==> src/rtl/dispatch_if.sv <==
// dispatch_if: fetch-side and instruction-queue-side signals of the dispatch buffer
interface dispatch_if #(
   parameter int DEPTH = 4,
   parameter int TAG_W = 6
);
   localparam int CW = $clog2(DEPTH + 1);
   logic [0:1]       fetchValid;
   logic [TAG_W-1:0] fetchTag0;
   logic [TAG_W-1:0] fetchTag1;
   logic             fetchReady;
   logic [0:2]       valid;
   logic [0:2]       flush;
   logic [0:1]       iqLoads;
   logic [TAG_W-1:0] dispTag0;
   logic [TAG_W-1:0] dispTag1;
   logic [CW-1:0]    count;
   modport master (
      output fetchValid, fetchTag0, fetchTag1, valid, flush,
      input  fetchReady, iqLoads, dispTag0, dispTag1, count
   );
   modport slave (
      input  fetchValid, fetchTag0, fetchTag1, valid, flush,
      output fetchReady, iqLoads, dispTag0, dispTag1, count
   );
endinterface

==> src/rtl/dispatch_buffer.sv <==
// dispatch_buffer: two-wide in-order circular tag FIFO feeding the 3-entry instruction queue
module dispatch_buffer #(
   parameter int DEPTH = 4,
   parameter int TAG_W = 6
) (
   input logic       clock,
   input logic       reset,
   dispatch_if.slave bus
);
   localparam int PW = $clog2(DEPTH);
   localparam int CW = $clog2(DEPTH + 1);
   logic [TAG_W-1:0] tags [DEPTH];
   logic [PW-1:0]    rdPtr;
   logic [PW-1:0]    wrPtr;
   logic [CW-1:0]    cnt;
   logic [1:0]       free;
   logic [1:0]       pops;
   logic [1:0]       pushes;
   logic             anyFlush;
   logic             push0;
   logic             push1;
   // dispatch from free queue slots, fetch acceptance on pre-pop count, push/pop accounting
   always_comb begin
      anyFlush       = |bus.flush;
      free           = 2'(!bus.valid[0]) + 2'(!bus.valid[1]) + 2'(!bus.valid[2]);
      bus.iqLoads[0] = ~reset & ~anyFlush & (cnt >= CW'(1)) & (free >= 2'd1);
      bus.iqLoads[1] = ~reset & ~anyFlush & (cnt >= CW'(2)) & (free >= 2'd2);
      bus.fetchReady = ~reset & (cnt <= CW'(DEPTH - 2));
      push0          = bus.fetchReady & ~anyFlush & bus.fetchValid[0];
      push1          = push0 & bus.fetchValid[1];
      pops           = 2'(bus.iqLoads[0]) + 2'(bus.iqLoads[1]);
      pushes         = 2'(push0) + 2'(push1);
      bus.dispTag0   = tags[rdPtr];
      bus.dispTag1   = tags[PW'(rdPtr + 1'b1)];
      bus.count      = cnt;
   end
   // tag storage: lane 0 lands at wrPtr, lane 1 right behind it
   always_ff @(posedge clock) begin
      if (push0) tags[wrPtr] <= bus.fetchTag0;
      if (push1) tags[PW'(wrPtr + 1'b1)] <= bus.fetchTag1;
   end
   // pointers and occupancy; reset and flush both empty the buffer
   always_ff @(posedge clock) begin
      if (reset || anyFlush) begin
         rdPtr <= '0;
         wrPtr <= '0;
         cnt   <= '0;
      end else begin
         rdPtr <= rdPtr + PW'(pops);
         wrPtr <= wrPtr + PW'(pushes);
         cnt   <= cnt + CW'(pushes) - CW'(pops);
      end
   end
   // structural invariants of the circular buffer and in-order dispatch
   always_ff @(posedge clock) begin
      if (!reset) begin
         assert (cnt <= CW'(DEPTH));
         assert (bus.iqLoads != 2'b01);
         assert (wrPtr == PW'(rdPtr + PW'(cnt)));
      end
   end
endmodule

==> src/flat_wrapper.sv <==
// flat-port wrapper written by rule: the top's interface ports become plain ports
module dispatch_buffer_flat 
#(
   parameter int DEPTH = 4,
   parameter int TAG_W = 6
)
  (clock, reset, bus_fetchValid, bus_fetchTag0, bus_fetchTag1, bus_valid, bus_flush, bus_fetchReady, bus_iqLoads, bus_dispTag0, bus_dispTag1, bus_count);
  dispatch_if #(.DEPTH(DEPTH), .TAG_W(TAG_W)) bus_i ();
  input logic clock;
  input logic reset;
  input wire logic [$bits(bus_i.fetchValid)-1:0] bus_fetchValid;
  input wire logic [$bits(bus_i.fetchTag0)-1:0] bus_fetchTag0;
  input wire logic [$bits(bus_i.fetchTag1)-1:0] bus_fetchTag1;
  input wire logic [$bits(bus_i.valid)-1:0] bus_valid;
  input wire logic [$bits(bus_i.flush)-1:0] bus_flush;
  output wire logic [$bits(bus_i.fetchReady)-1:0] bus_fetchReady;
  output wire logic [$bits(bus_i.iqLoads)-1:0] bus_iqLoads;
  output wire logic [$bits(bus_i.dispTag0)-1:0] bus_dispTag0;
  output wire logic [$bits(bus_i.dispTag1)-1:0] bus_dispTag1;
  output wire logic [$bits(bus_i.count)-1:0] bus_count;
  assign bus_i.fetchValid = bus_fetchValid;
  assign bus_i.fetchTag0 = bus_fetchTag0;
  assign bus_i.fetchTag1 = bus_fetchTag1;
  assign bus_i.valid = bus_valid;
  assign bus_i.flush = bus_flush;
  assign bus_fetchReady = bus_i.fetchReady;
  assign bus_iqLoads = bus_i.iqLoads;
  assign bus_dispTag0 = bus_i.dispTag0;
  assign bus_dispTag1 = bus_i.dispTag1;
  assign bus_count = bus_i.count;
  dispatch_buffer #(.DEPTH(DEPTH), .TAG_W(TAG_W)) u_core (.clock(clock), .reset(reset), .bus(bus_i));
endmodule
==> config.mk <==
export PLATFORM = sky130hd
export DESIGN_NAME = dispatch_buffer_flat
export DESIGN_NICKNAME = d
export VERILOG_FILES = /design/src/rtl/dispatch_if.sv /design/src/rtl/dispatch_buffer.sv /design/src/flat_wrapper.sv
export SDC_FILE = /design/constraint.sdc
export NUM_CORES = 1
export LEC_CHECK = 0
export CORE_AREA = 3 3 67 69
export CTS_CLUSTER_DIAMETER = 40
export CTS_CLUSTER_SIZE = 10
export DETAILED_ROUTE_END_ITERATION = 6
export DIE_AREA = 0 0 70 72
export PLACE_DENSITY = 0.74
export SYNTH_ARGS = -nofsm -noshare
export SYNTH_HDL_FRONTEND = slang
export SYNTH_SLANG_ARGS = --single-unit
==> constraint.sdc <==
create_clock -name clock -period 4.3 [get_ports clock]
set_input_delay 0.86 -clock clock [delete_from_list [all_inputs] [get_ports clock]]
set_output_delay 0.86 -clock clock [all_outputs]
set_load 0.01 [all_outputs]
==> reports/qor.yml <==
run_status:
  status: "completed"
synth:
  syn_area_sq_mm: 0.00186
  async_reset_ff_share_pct: 0
  synth_commonest_cells: "edfxtp_1, mux2_2, mux4_2, nor2_1, inv_1"
  avgSynthCellArea_sq_um: 14.5
  synth_edf_count: 24
  synth_warnings: 0
  ys_ff_latch: 31
  synth_cell_types: 29
  synth_top_area_share_pct: 38.8
  ys.flop_type: "edfxtp_1"
  syn_inst: 128
  synth_top_cells_by_area: "edfxtp_1, mux4_2, mux2_2"
  synth.most_common_cell: "edfxtp_1"
  syn-num-nets: 158
  ys_seq_area_share_pct: 46.4
  yosys.area.top_type: "edfxtp_1"
floorplanning:
  die_h_um: 72
  initial_utilization_pct: 46.8
  placementRows: 23
  coreArea_sq_mm: 0.00397
  io_pins: 40
  chipWidth_um: 70
  die_area_sq_mm: 0.00504
sta:
  setup_ws_ns: 0.595
  fin_tns_setup_ns: 0
  finalClockSkew_ns: 0.00718
  max_freq_mhz: 270
  slew_viol_final: 0
  rsz0062_at_grt: "false"
  setup-violations-final: 0
  period_share_pct: 86.2
  period_minus_slack_ns: 3.71
  hold_viol_final: 0
  tightest_slew_ns: 0.814
  relSlewSlack_pct: 45.7
clock_network:
  clkLatencyLatePin_ns: 0.28
  path_clk_slew_ns: 0.06
  htree_levels: 2
  numCtsBuffers: 5
  clockRootBuffer: "clkbuf_8"
  cts_resized: 0
  cts_buffer_depth: 2
  postCtsSetupBuffers: 0
  cts.sinks: 31
  cts_hold_buf: 0
  cts_tree: "yes"
routing:
  detail-route-antenna-nets: 0
  dr.pass1.iters: 4
  remaining_drc_errors: 0
  num_vias: 1236
  post_drt_via_cell_ratio: 5.52
  routed_wl_um: 4040
  routedWlPerCell_um: 18.0
  drt_iter0_markers: 42
layout:
  nets: 203
  antennaDiodeCount: 0
  drive_gt1_share_pct: 28.2
  final_cells: 224
  syn2layout_area_growth_pct: 28.9
  stdcell_area_sq_mm: 0.00239
  fillCellCount: 316
place:
  placed_area_sq_mm: 0.00231
  hpwl_um: 2980
  placedCellCount: 216
  place_worst_setup_slack_ns: 0.357
  gp_congestion: 0.854
  io_buffers: 39
pwr:
  power_frac_comb_pct: 8.9
  p_clk_share_pct: 36.1
  p_leak_uw: 0.000876
  p_seq_share_pct: 54.9
  switching_share_pct: 20.9
  ir_worst_vdd_mv: 0.145
  p_switching_uw: 123
  p_per_area_mw_per_mm2: 247
  p_total_uw: 590
  p_int_uw: 467
global_routing:
  grt_max_degree: 14
  track_usage_pct: 16.8
  antenna_found_initial: 0
  grt_pass1_vias: 1352
  grt_pass1_wl_um: 6520
  overflow: 0
setup_path:
  worstPathCellList: "clkdlybuf4s50_1 -> nor3_1 -> nand2b_1 -> nor2_1 -> ha_1 -> inv_1 -> fa_1 -> inv_1 -> fa_1 -> xor2_1 -> and2_1 -> nor3_1"
  end_kind: "flip-flop"
  worstSetupStartpointType: "primary input"
  crit_type: "in2reg"
  required_ns: 4.50
  crit_buf_inv: 3
  crit_slowest_cell: "fa_1"
  cp_top_family: "simple AND/OR/NAND/NOR gates"
  arrival_ns: 3.91
  critical-path-max-stage-delay_ns: 0.51
  path_max_fanout: 6
min_path:
  hp-class: "reg2reg"
job:
  maxCapViolations: 0
==> flip-flops by register name (all words and copies together), names as in the netlist <==
signal and count:
u_core.rdPtr 2, u_core.tags 24, u_core.bus.count 3, u_core.wrPtr 2
==> power by group through the flow <==
stage | Sequential, uW | Clock, uW | Combinational (uW)
6_report | 324 | 213 | 52.8
5_1_grt | 324 | 228 | 57.6
4_1_cts | 324 | 217 | 53.0
3_5_place_dp | 331 | 0 | 52.3
3_3_place_gp | 330 | 0 | 50.8
2_1_floorplan | 330 | 0 | 21.5
==> kinds of logic (layout without fill, tap and decap cells) <==
group                      Yosys count  after routing  share of synthesized area, %
AOI/OAI and AO/OA                    4              4                          2.16
xor gates and xnor gates             4              4                          1.89
adders and majority gates            8              8                          6.60
buffers and inverters               11             57                          2.29
DFF                                 31             31                          46.4
muxes                               36             36                          29.1
and+or+nand+nor                     34             34                          11.6
==> per-stage QoR <==
| step | util (%) | hold WS (ns) |
|---|---|---|
| 2_1_floorplan | - | 0.583 |
| 6_report | 60.3 | 0.611 |
| 4_1_cts | 60.3 | 0.603 |
| 3_5_place_dp | 58.2 | 0.594 |
| 3_3_place_gp | 58.2 | 0.573 |
| 5_1_grt | 60.3 | 0.615 |
==> worst paths after layout <==
path,slack (ns),end,from,cells after the start
worst max register to register,1.72,u_core.bus.count[2]$_SDFF_PP0_,u_core.bus.count[1]$_SDFF_PP0_,11
worst min-delay path,0.61,u_core.bus.count[2]$_SDFF_PP0_,u_core.bus.count[2]$_SDFF_PP0_,2
worst min register to register,0.61,u_core.bus.count[2]$_SDFF_PP0_,u_core.bus.count[2]$_SDFF_PP0_,2
worst max-delay path,0.59,u_core.bus.count[2]$_SDFF_PP0_,bus_flush[2],12
==> worst register-to-register path, delay by kind of cell, from the launching register on <==
kind            cells  cell delay [ns]
compound gates      1             0.34
xor+xnor            1             0.16
fa+ha+maj           4             1.13
buf+inv             2             0.12
flops               1             0.39
simple gates        3             0.37
==> cell usage in the layout, fill, tap and decap left out, types with 2 or more instances in the layout <==
cell	Yosys	routed
mux4_2	12	12
buf_4	0	2
nor2_1	12	12
inv_1	8	8
dfxtp_1	7	7
and3_1	2	2
mux2_2	23	23
fa_1	3	3
ha_1	5	5
nand4_2	4	4
nor3_1	4	4
clkdlybuf4s50_1	0	39
edfxtp_1	24	24
xnor2_1	2	2
and2_1	4	4
clkbuf_8	0	5
xor2_1	2	2
==> routing by layer <==
metal	up-vias	GRT usage [%]	wire length [um]
li1	585	-	-
met1	627	20.0	1670
met2	22	30.5	2220
met3	2	4.02	126
met4	0	4.26	20
met5	-	0	0
==> final cells by class <==
cell class | count | area (sq um) | share of cell area, %
clock buffer | 6 | 72.6 | 3.03
multi-input combinational | 86 | 953 | 39.8
tap | 50 | 62.6 | 2.61
inverter | 8 | 30.0 | 1.25
sequential | 31 | 861 | 36.0
timing repair buffer | 41 | 405 | 16.9
clock inverter | 2 | 8.76 | 0.366
Power figures use the tool's default switching activity.
